## config.mk

```make
export PLATFORM = sky130hd
export DESIGN_NAME = bcd_display_mux
export DESIGN_NICKNAME = d
export VERILOG_FILES = /design/src/rtl/bcd_display_mux.sv
export SDC_FILE = /design/constraint.sdc
export NUM_CORES = 1
export LEC_CHECK = 0
export CAP_MARGIN = 30
export CORE_AREA = 2 2 70 72
export CTS_BUF_LIST = sky130_fd_sc_hd__clkbuf_4 sky130_fd_sc_hd__clkbuf_8
export DETAILED_ROUTE_END_ITERATION = 10
export DIE_AREA = 0 0 72 74
export PLACE_DENSITY = 0.76
export SLEW_MARGIN = 20
export SYNTH_ARGS = -nofsm -noshare
export SYNTH_HDL_FRONTEND = slang
export SYNTH_SLANG_ARGS = --single-unit
```

## constraint.sdc

```tcl
create_clock -name clk -period 2.4 [get_ports clk]
set_clock_uncertainty 0.05 [all_clocks]
set_input_delay 0.36 -clock clk [delete_from_list [all_inputs] [get_ports clk]]
set_output_delay 0.36 -clock clk [all_outputs]
set_load 0.03 [all_outputs]
```

## src/rtl/bcd_display_mux.sv

```systemverilog
// Four-digit multiplexed 7-segment driver: shadows a BCD word and scans it onto registered seg/an outputs.
// Optional macro LEADING_ZERO_BLANK_EN blanks leading zero digits (thousands..tens); units always shown.
module bcd_display_mux #(
    parameter int SCAN_DIV = 50000
) (
    input  logic        clk,
    input  logic        reset,
    input  logic        load,
    input  logic [15:0] bcd_in,
    output logic [6:0]  seg,
    output logic [3:0]  an,
    output logic        err
);

    localparam int              PW        = (SCAN_DIV > 1) ? $clog2(SCAN_DIV) : 1;
    localparam logic [PW-1:0]   PRESC_MAX = PW'(SCAN_DIV - 1);

    logic [PW-1:0] r_presc;
    logic [1:0]    r_idx;
    logic [15:0]   r_shadow;
    logic [6:0]    r_seg;
    logic [3:0]    r_an;
    logic          r_err;

    logic          w_tick;
    logic [PW-1:0] w_presc_nxt;
    logic [1:0]    w_idx_nxt;
    logic [15:0]   w_shadow_nxt;
    logic [3:0]    w_digit;
    logic [3:0]    w_lz;
    logic          w_blank;
    logic [6:0]    w_seg_nxt;
    logic [3:0]    w_an_nxt;
    logic          w_bad;

    function automatic logic [6:0] f_decode(input logic [3:0] d);
        logic [6:0] s;
        case (d)
            4'd0:    s = 7'b0111111;
            4'd1:    s = 7'b0000110;
            4'd2:    s = 7'b1011011;
            4'd3:    s = 7'b1001111;
            4'd4:    s = 7'b1100110;
            4'd5:    s = 7'b1101101;
            4'd6:    s = 7'b1111101;
            4'd7:    s = 7'b0000111;
            4'd8:    s = 7'b1111111;
            4'd9:    s = 7'b1101111;
            default: s = 7'b0000000;
        endcase
        return s;
    endfunction

    assign w_tick       = (r_presc == PRESC_MAX);
    assign w_presc_nxt  = w_tick ? '0 : r_presc + 1'b1;
    assign w_idx_nxt    = w_tick ? r_idx + 2'd1 : r_idx;
    assign w_shadow_nxt = load ? bcd_in : r_shadow;

    // Outputs are computed from next-state values so an and seg move together on the same edge.
    assign w_digit = w_shadow_nxt[{w_idx_nxt, 2'b00} +: 4];

    // w_lz[i]: digit i and every higher digit are zero.
    assign w_lz[3] = (w_shadow_nxt[15:12] == 4'd0);
    assign w_lz[2] = w_lz[3] & (w_shadow_nxt[11:8] == 4'd0);
    assign w_lz[1] = w_lz[2] & (w_shadow_nxt[7:4] == 4'd0);
    assign w_lz[0] = 1'b0;

`ifdef LEADING_ZERO_BLANK_EN
    assign w_blank = w_lz[w_idx_nxt];
`else
    assign w_blank = 1'b0;
`endif

    assign w_seg_nxt = w_blank ? 7'b0000000 : f_decode(w_digit);
    assign w_an_nxt  = 4'b0001 << w_idx_nxt;

    // Sampling the shadow makes err rise one edge after the offending capture.
    assign w_bad = (r_shadow[3:0]   > 4'd9) | (r_shadow[7:4]   > 4'd9) |
                   (r_shadow[11:8]  > 4'd9) | (r_shadow[15:12] > 4'd9);

    always_ff @(posedge clk) begin
        if (reset) begin
            r_presc  <= '0;
            r_idx    <= 2'd0;
            r_shadow <= 16'h0000;
            r_an     <= 4'b0001;
            r_seg    <= 7'b0111111;
            r_err    <= 1'b0;
        end else begin
            r_presc  <= w_presc_nxt;
            r_idx    <= w_idx_nxt;
            r_shadow <= w_shadow_nxt;
            r_an     <= w_an_nxt;
            r_seg    <= w_seg_nxt;
            r_err    <= r_err | w_bad;
        end
    end

    assign seg = r_seg;
    assign an  = r_an;
    assign err = r_err;

endmodule

```

Yosys cells after proc, flatten, opt, wreduce, memory -nomap -nowiden
Memory sizes are Yosys's and may differ from the RTL's. A register that Yosys moved wholly into a read port is not among the register bits.
Cells that the tools add are included.
{ "word_totals": {"rom_bits": 112, "word_cells": 22, "mem_count": 1, "output_inout_bits": 12, "regBits": 39} }
{ "memory_table": {"columns": ["name", "depth", "word_bits", "rd", "rd_ports_with_merged_regs", "wr", "line", "text"], "rows": [
  ["(name not given)", 16, 7, 1, 1, 0, "38", "case (d)"]
]} }
{ "classes": {"n_lt_le_gt_ge": 4, "n_addsub": 2, "n_bitwise": 4, "n_shift": 2, "eq_ne": 1, "n_mux": 2, "reduce_logical": 1} }
{ "op_table": {"columns": ["operator", "count"], "rows": [
  ["16-bit by 1-bit adder with 16-bit output, second input constant", 1],
  ["16-bit equality test, second input constant", 1],
  ["4-bit > comparator, second input constant", 4],
  ["16-bit two-way mux", 1],
  ["16-bit by 5-bit indexed part select with 4-bit output", 1],
  ["1-bit bitwise OR", 4],
  ["1-bit by 2-bit left shift with 4-bit output, first input constant", 1],
  ["2-bit by 1-bit adder with 2-bit output, second input constant", 1],
  ["2-bit two-way mux", 1],
  ["2-bit OR reduction", 1]
]} }

Depth between registers and ports, before layout
{ "depth": {"word_depth": 5, "mapped_depth": 12, "depth_no_buf": 11} }

Worst setup path after synthesis
No wires, ideal clock.
{ "synth_path": {"path_type": "in2reg", "startpoint": "input port load", "endpoint": "register r_seg[4] (netlist: seg[4])", "setup_ns": 0.122, "arrival_time_ns": 2.249, "slack_ns": -0.021, "stages": 10, "t_required_ns": 2.228, "cell_sequence": "buf_6 > buf_6 > mux2i_1 > mux4_2 > mux2i_2 > inv_1 > ha_1 > inv_1 > mux2i_1 > a221o_1"} }
{ "synth_between": {"elab_chain_cells": 2} }
{ "synth_rtl": {"columns": ["element", "line", "text"], "rows": [
  ["start: declaration", "8", "input logic load,"],
  ["16-bit two-way mux", "57", "assign w_shadow_nxt = load ? bcd_in : r_shadow;"],
  ["16-bit by 5-bit indexed part select with 4-bit output", "60", "assign w_digit = w_shadow_nxt[{w_idx_nxt, 2'b00} +: 4];"],
  ["end: declaration", "21", "logic [6:0] r_seg;"]
]} }
Every way passes these cells.
A chain may end at the register's enable or synchronous reset.

Worst setup path after layout
{ "layout_path": {"startpoint": "register r_presc[14]", "endpoint": "register r_seg[4] (netlist: seg[4])"} }
{ "layout_between": {"elab_chain_cells": 3} }
{ "layout_rtl": {"columns": ["element", "line", "text"], "rows": [
  ["start: declaration", "18", "logic [PW-1:0] r_presc;"],
  ["start signal: assignment", "90", "r_presc <= w_presc_nxt;"],
  ["16-bit equality test", "54", "assign w_tick = (r_presc == PRESC_MAX);"],
  ["2-bit two-way mux", "56", "assign w_idx_nxt = w_tick ? r_idx + 2'd1 : r_idx;"],
  ["16-bit by 5-bit indexed part select with 4-bit output", "60", null]
]} }
Every way passes these cells.

==> results.json <==
{
  "run_status": "completed",
  "tightest_slew_ps": 506,
  "clkPwrFrac": 0.343,
  "power_density_nw_per_um2": 550,
  "cp-start-kind": "flop",
  "highest-signal-layer": "met4",
  "finalSetupViolCount": 0,
  "p_sw_mw": 0.431,
  "yosys_warnings": 0,
  "ios": 31,
  "cp_max_fo": 3,
  "worstPathRequired_ps": 2550,
  "worst_hold_path.endpoint": "r_presc[0]",
  "numCtsBuffers": 5,
  "whs_path_depth": 1,
  "wirelength_um": 4870,
  "r2r_start": "r_presc[14]",
  "dr.pass1.iters": 5,
  "overflow": 0,
  "area_growth_pct": 38.0,
  "finalCoreUtilization": 0.675,
  "rsz0062_at_grt": "yes",
  "fmax_mhz": 420,
  "coreArea_um2": 4600,
  "worstHoldStart": "r_presc[0]",
  "combPwrFrac": 0.180,
  "seq_power_share": 0.477,
  "finalCriticalPeriod_ps": 2380,
  "globalRouteTotalUtil": 0.189,
  "path_cells": "nor4bb_2 -> nand4b_1 -> buf_4 -> and3_4 -> nor4_4 -> inv_2 -> buf_4 -> ha_2 -> a221o_1",
  "internal-power_mw": 1.28,
  "ys_ff_latch": 46,
  "leakage_nw": 1.30,
  "dp_hpwl_um": 3490,
  "critPathKind": "flop to flop",
  "hold_path.class": "flop to flop",
  "cpMostUsedCell": "buf_4",
  "vias": 1837,
  "maxCapViolCount": 0,
  "layout.nets": 314,
  "crit_start": "r_presc[14]",
  "crit_path_max_incr_delay_ps": 350,
  "antenna_cells": 0,
  "wl_per_cell_um": 14.2,
  "final.period_utilization": 0.991,
  "avgSynthCellArea_um2": 10.3,
  "path_clk_slew_ps": 90,
  "clkLatencyLatePin_ps": 300,
  "drive_above_1_share": 0.266,
  "fp.dieW_um": 72,
  "cts_sinks": 46,
  "dieHeight_um": 74,
  "first_global_vias": 1737,
  "report.final.slew_viol_count": 0,
  "end_kind": "flop",
  "syn-num-nets": 244,
  "htree_levels": 2,
  "switching_share": 0.252,
  "yosysSeqAreaShare": 0.409,
  "cp.arrival_ps": 2520,
  "slowest_stage": "dfxtp_1",
  "drc": 0,
  "vias_per_cell": 5.36,
  "ys_types": 39,
  "synth_cells": 218,
  "start_util": 0.489,
  "r2r_end": "seg[4]",
  "synthesis.area_um2": 2250,
  "grt_max_degree": 23,
  "rows": 25,
  "port_buffers": 30,
  "routed-wl-met3_um": 216,
  "wl_met1_um": 2060,
  "hold_violations": 0,
  "hold_slack_ps": 390,
  "clock_path_buffers": 2,
  "r2r_slack_ps": 20,
  "die_area_um2": 5330,
  "worstRegToRegCells": 9,
  "routed-wl-met2_um": 2470,
  "cts_tree": "done",
  "grt_antenna_before_repair": 0,
  "nFillCells": 351,
  "drtAntennaViolNets": 0,
  "relSlewSlack": 0.662,
  "max-vdd-ir-drop_mv": 0.389,
  "drtIter0Drc": 52,
  "cts_root_buffer": "clkbuf_8",
  "grt_pass1_wl_um": 7830,
  "place_congestion": 0.841
}
## cells in the mapped netlist (all sizes together)
cell type	instances	area [µm²]
a221o	1	10.0
buf	5	52.6
nand3	6	30.0
o211ai	3	22.5
xnor2	7	61.3
xor2	9	78.8
a21boi	1	7.51
dfxtp	46	921
or2	1	8.76
a21oi	1	5.00
and4	1	8.76
nor4	1	21.3
nor4bb	2	20.0
or3	1	6.26
nor4b	1	8.76
nor3	2	10.0
a2bb2oi	1	8.76
nor2	44	165
nand2	9	33.8
clkinv	1	3.75
and2	3	18.8
clkbuf	5	18.8
inv	5	18.8
mux2	2	26.3
nand4b	1	8.76
o21ai	7	35.0
nand4	6	37.5
mux4	9	210
ha	7	87.6
and3	2	12.5
mux2i	26	277
nor3b	1	7.51
nand3b	1	7.51
## critical path: cells and delay by family, from the launching register on
family          cells  cell delay (ps)
fa+ha+maj           1              160
flops               1              350
simple gates        4              980
buf+inv             3              440
compound gates      1              300
## registers in the layout, indices dropped and copies added, names as in the netlist
name / cells
r_idx: 2
err: 1
an: 4
r_shadow: 16
seg: 7
r_presc: 16
## power groups by stage
stage                     registers [mW]  clock network (mW)  logic [mW]
after floorplan                    0.855                   0       0.137
after global placement             0.830                   0       0.284
after CTS                          0.814               0.598       0.299
after detailed placement           0.832                   0       0.290
final                              0.816               0.586       0.307
after global routing               0.820               0.628       0.332
## cells by family after synthesis
kind of cell,Yosys count,synth area share
AND/OR/NAND/NOR,82,0.180
AO/OA/AOI/OAI,14,0.0395
flip-flops,46,0.409
XOR/XNOR,16,0.0623
adder cells (fa/ha/maj),7,0.0389
multiplexers,37,0.228
buffers and inverters,16,0.0417
## area by class of cell
cell class,count,area [µm²],area share
sequential,46,926,0.298
timing repair buffer,73,676,0.218
tap,54,67.6,0.0218
clock inverter,3,43.8,0.0141
clock buffer,5,68.8,0.0222
multi-input combinational,156,1300,0.419
inverter,6,22.5,0.00725
## worst max-delay path by stage
stage / cells after the start / endpoint / slack, ps
after CTS: 11 / seg[4] / 4
after detailed placement: 11 / seg[4] / -390
after global placement: 11 / seg[4] / -320
final: 9 / seg[4] / 20
after floorplan: 11 / seg[4] / 10
after global routing: 10 / seg[4] / -100
## cells in the final DEF, fill, tap and decap left out, types with 3 or more instances in the layout
master	netlist	routed
o21ai_0	7	7
mux2i_1	24	24
clkdlybuf4s50_1	0	29
clkbuf_8	0	5
mux4_2	7	7
and2_1	3	3
nand4_1	6	6
xor2_1	9	9
xnor2_1	7	7
nand2_1	9	9
inv_1	5	3
buf_4	0	39
ha_1	7	3
nor2_1	44	44
nand3_1	6	5
o211ai_1	3	3
dfxtp_1	46	44
## timing repair
item                       4_1_cts  5_1_grt
hold buffers                     0        0
setup endpoints to repair        5        7
setup buffers                    3        2
pin swaps                        1        6
gates resized for setup          5       12
gates cloned                     1        0
## stage by stage
step	worst slack (ps)	setup TNS (ps)	cell area, µm²	cells	total power, mW
3_3_place_gp	-316	-1990	2870	330	1.11
3_5_place_dp	-393	-2440	2870	330	1.12
4_1_cts	3.68	0	3040	342	1.71
5_1_grt	-95.1	-203	3110	343	1.78
6_report	20.9	0	3110	343	1.71
2_1_floorplan	12.7	0	2260	218	0.992
## metal layers
metal | up-vias | global-route usage
li1 | 909 | -
met1 | 869 | 0.232
met2 | 47 | 0.322
met3 | 12 | 0.0420
met4 | 0 | 0.0797
met5 | - | 0
Note: power is estimated with default switching activity, not from simulation.
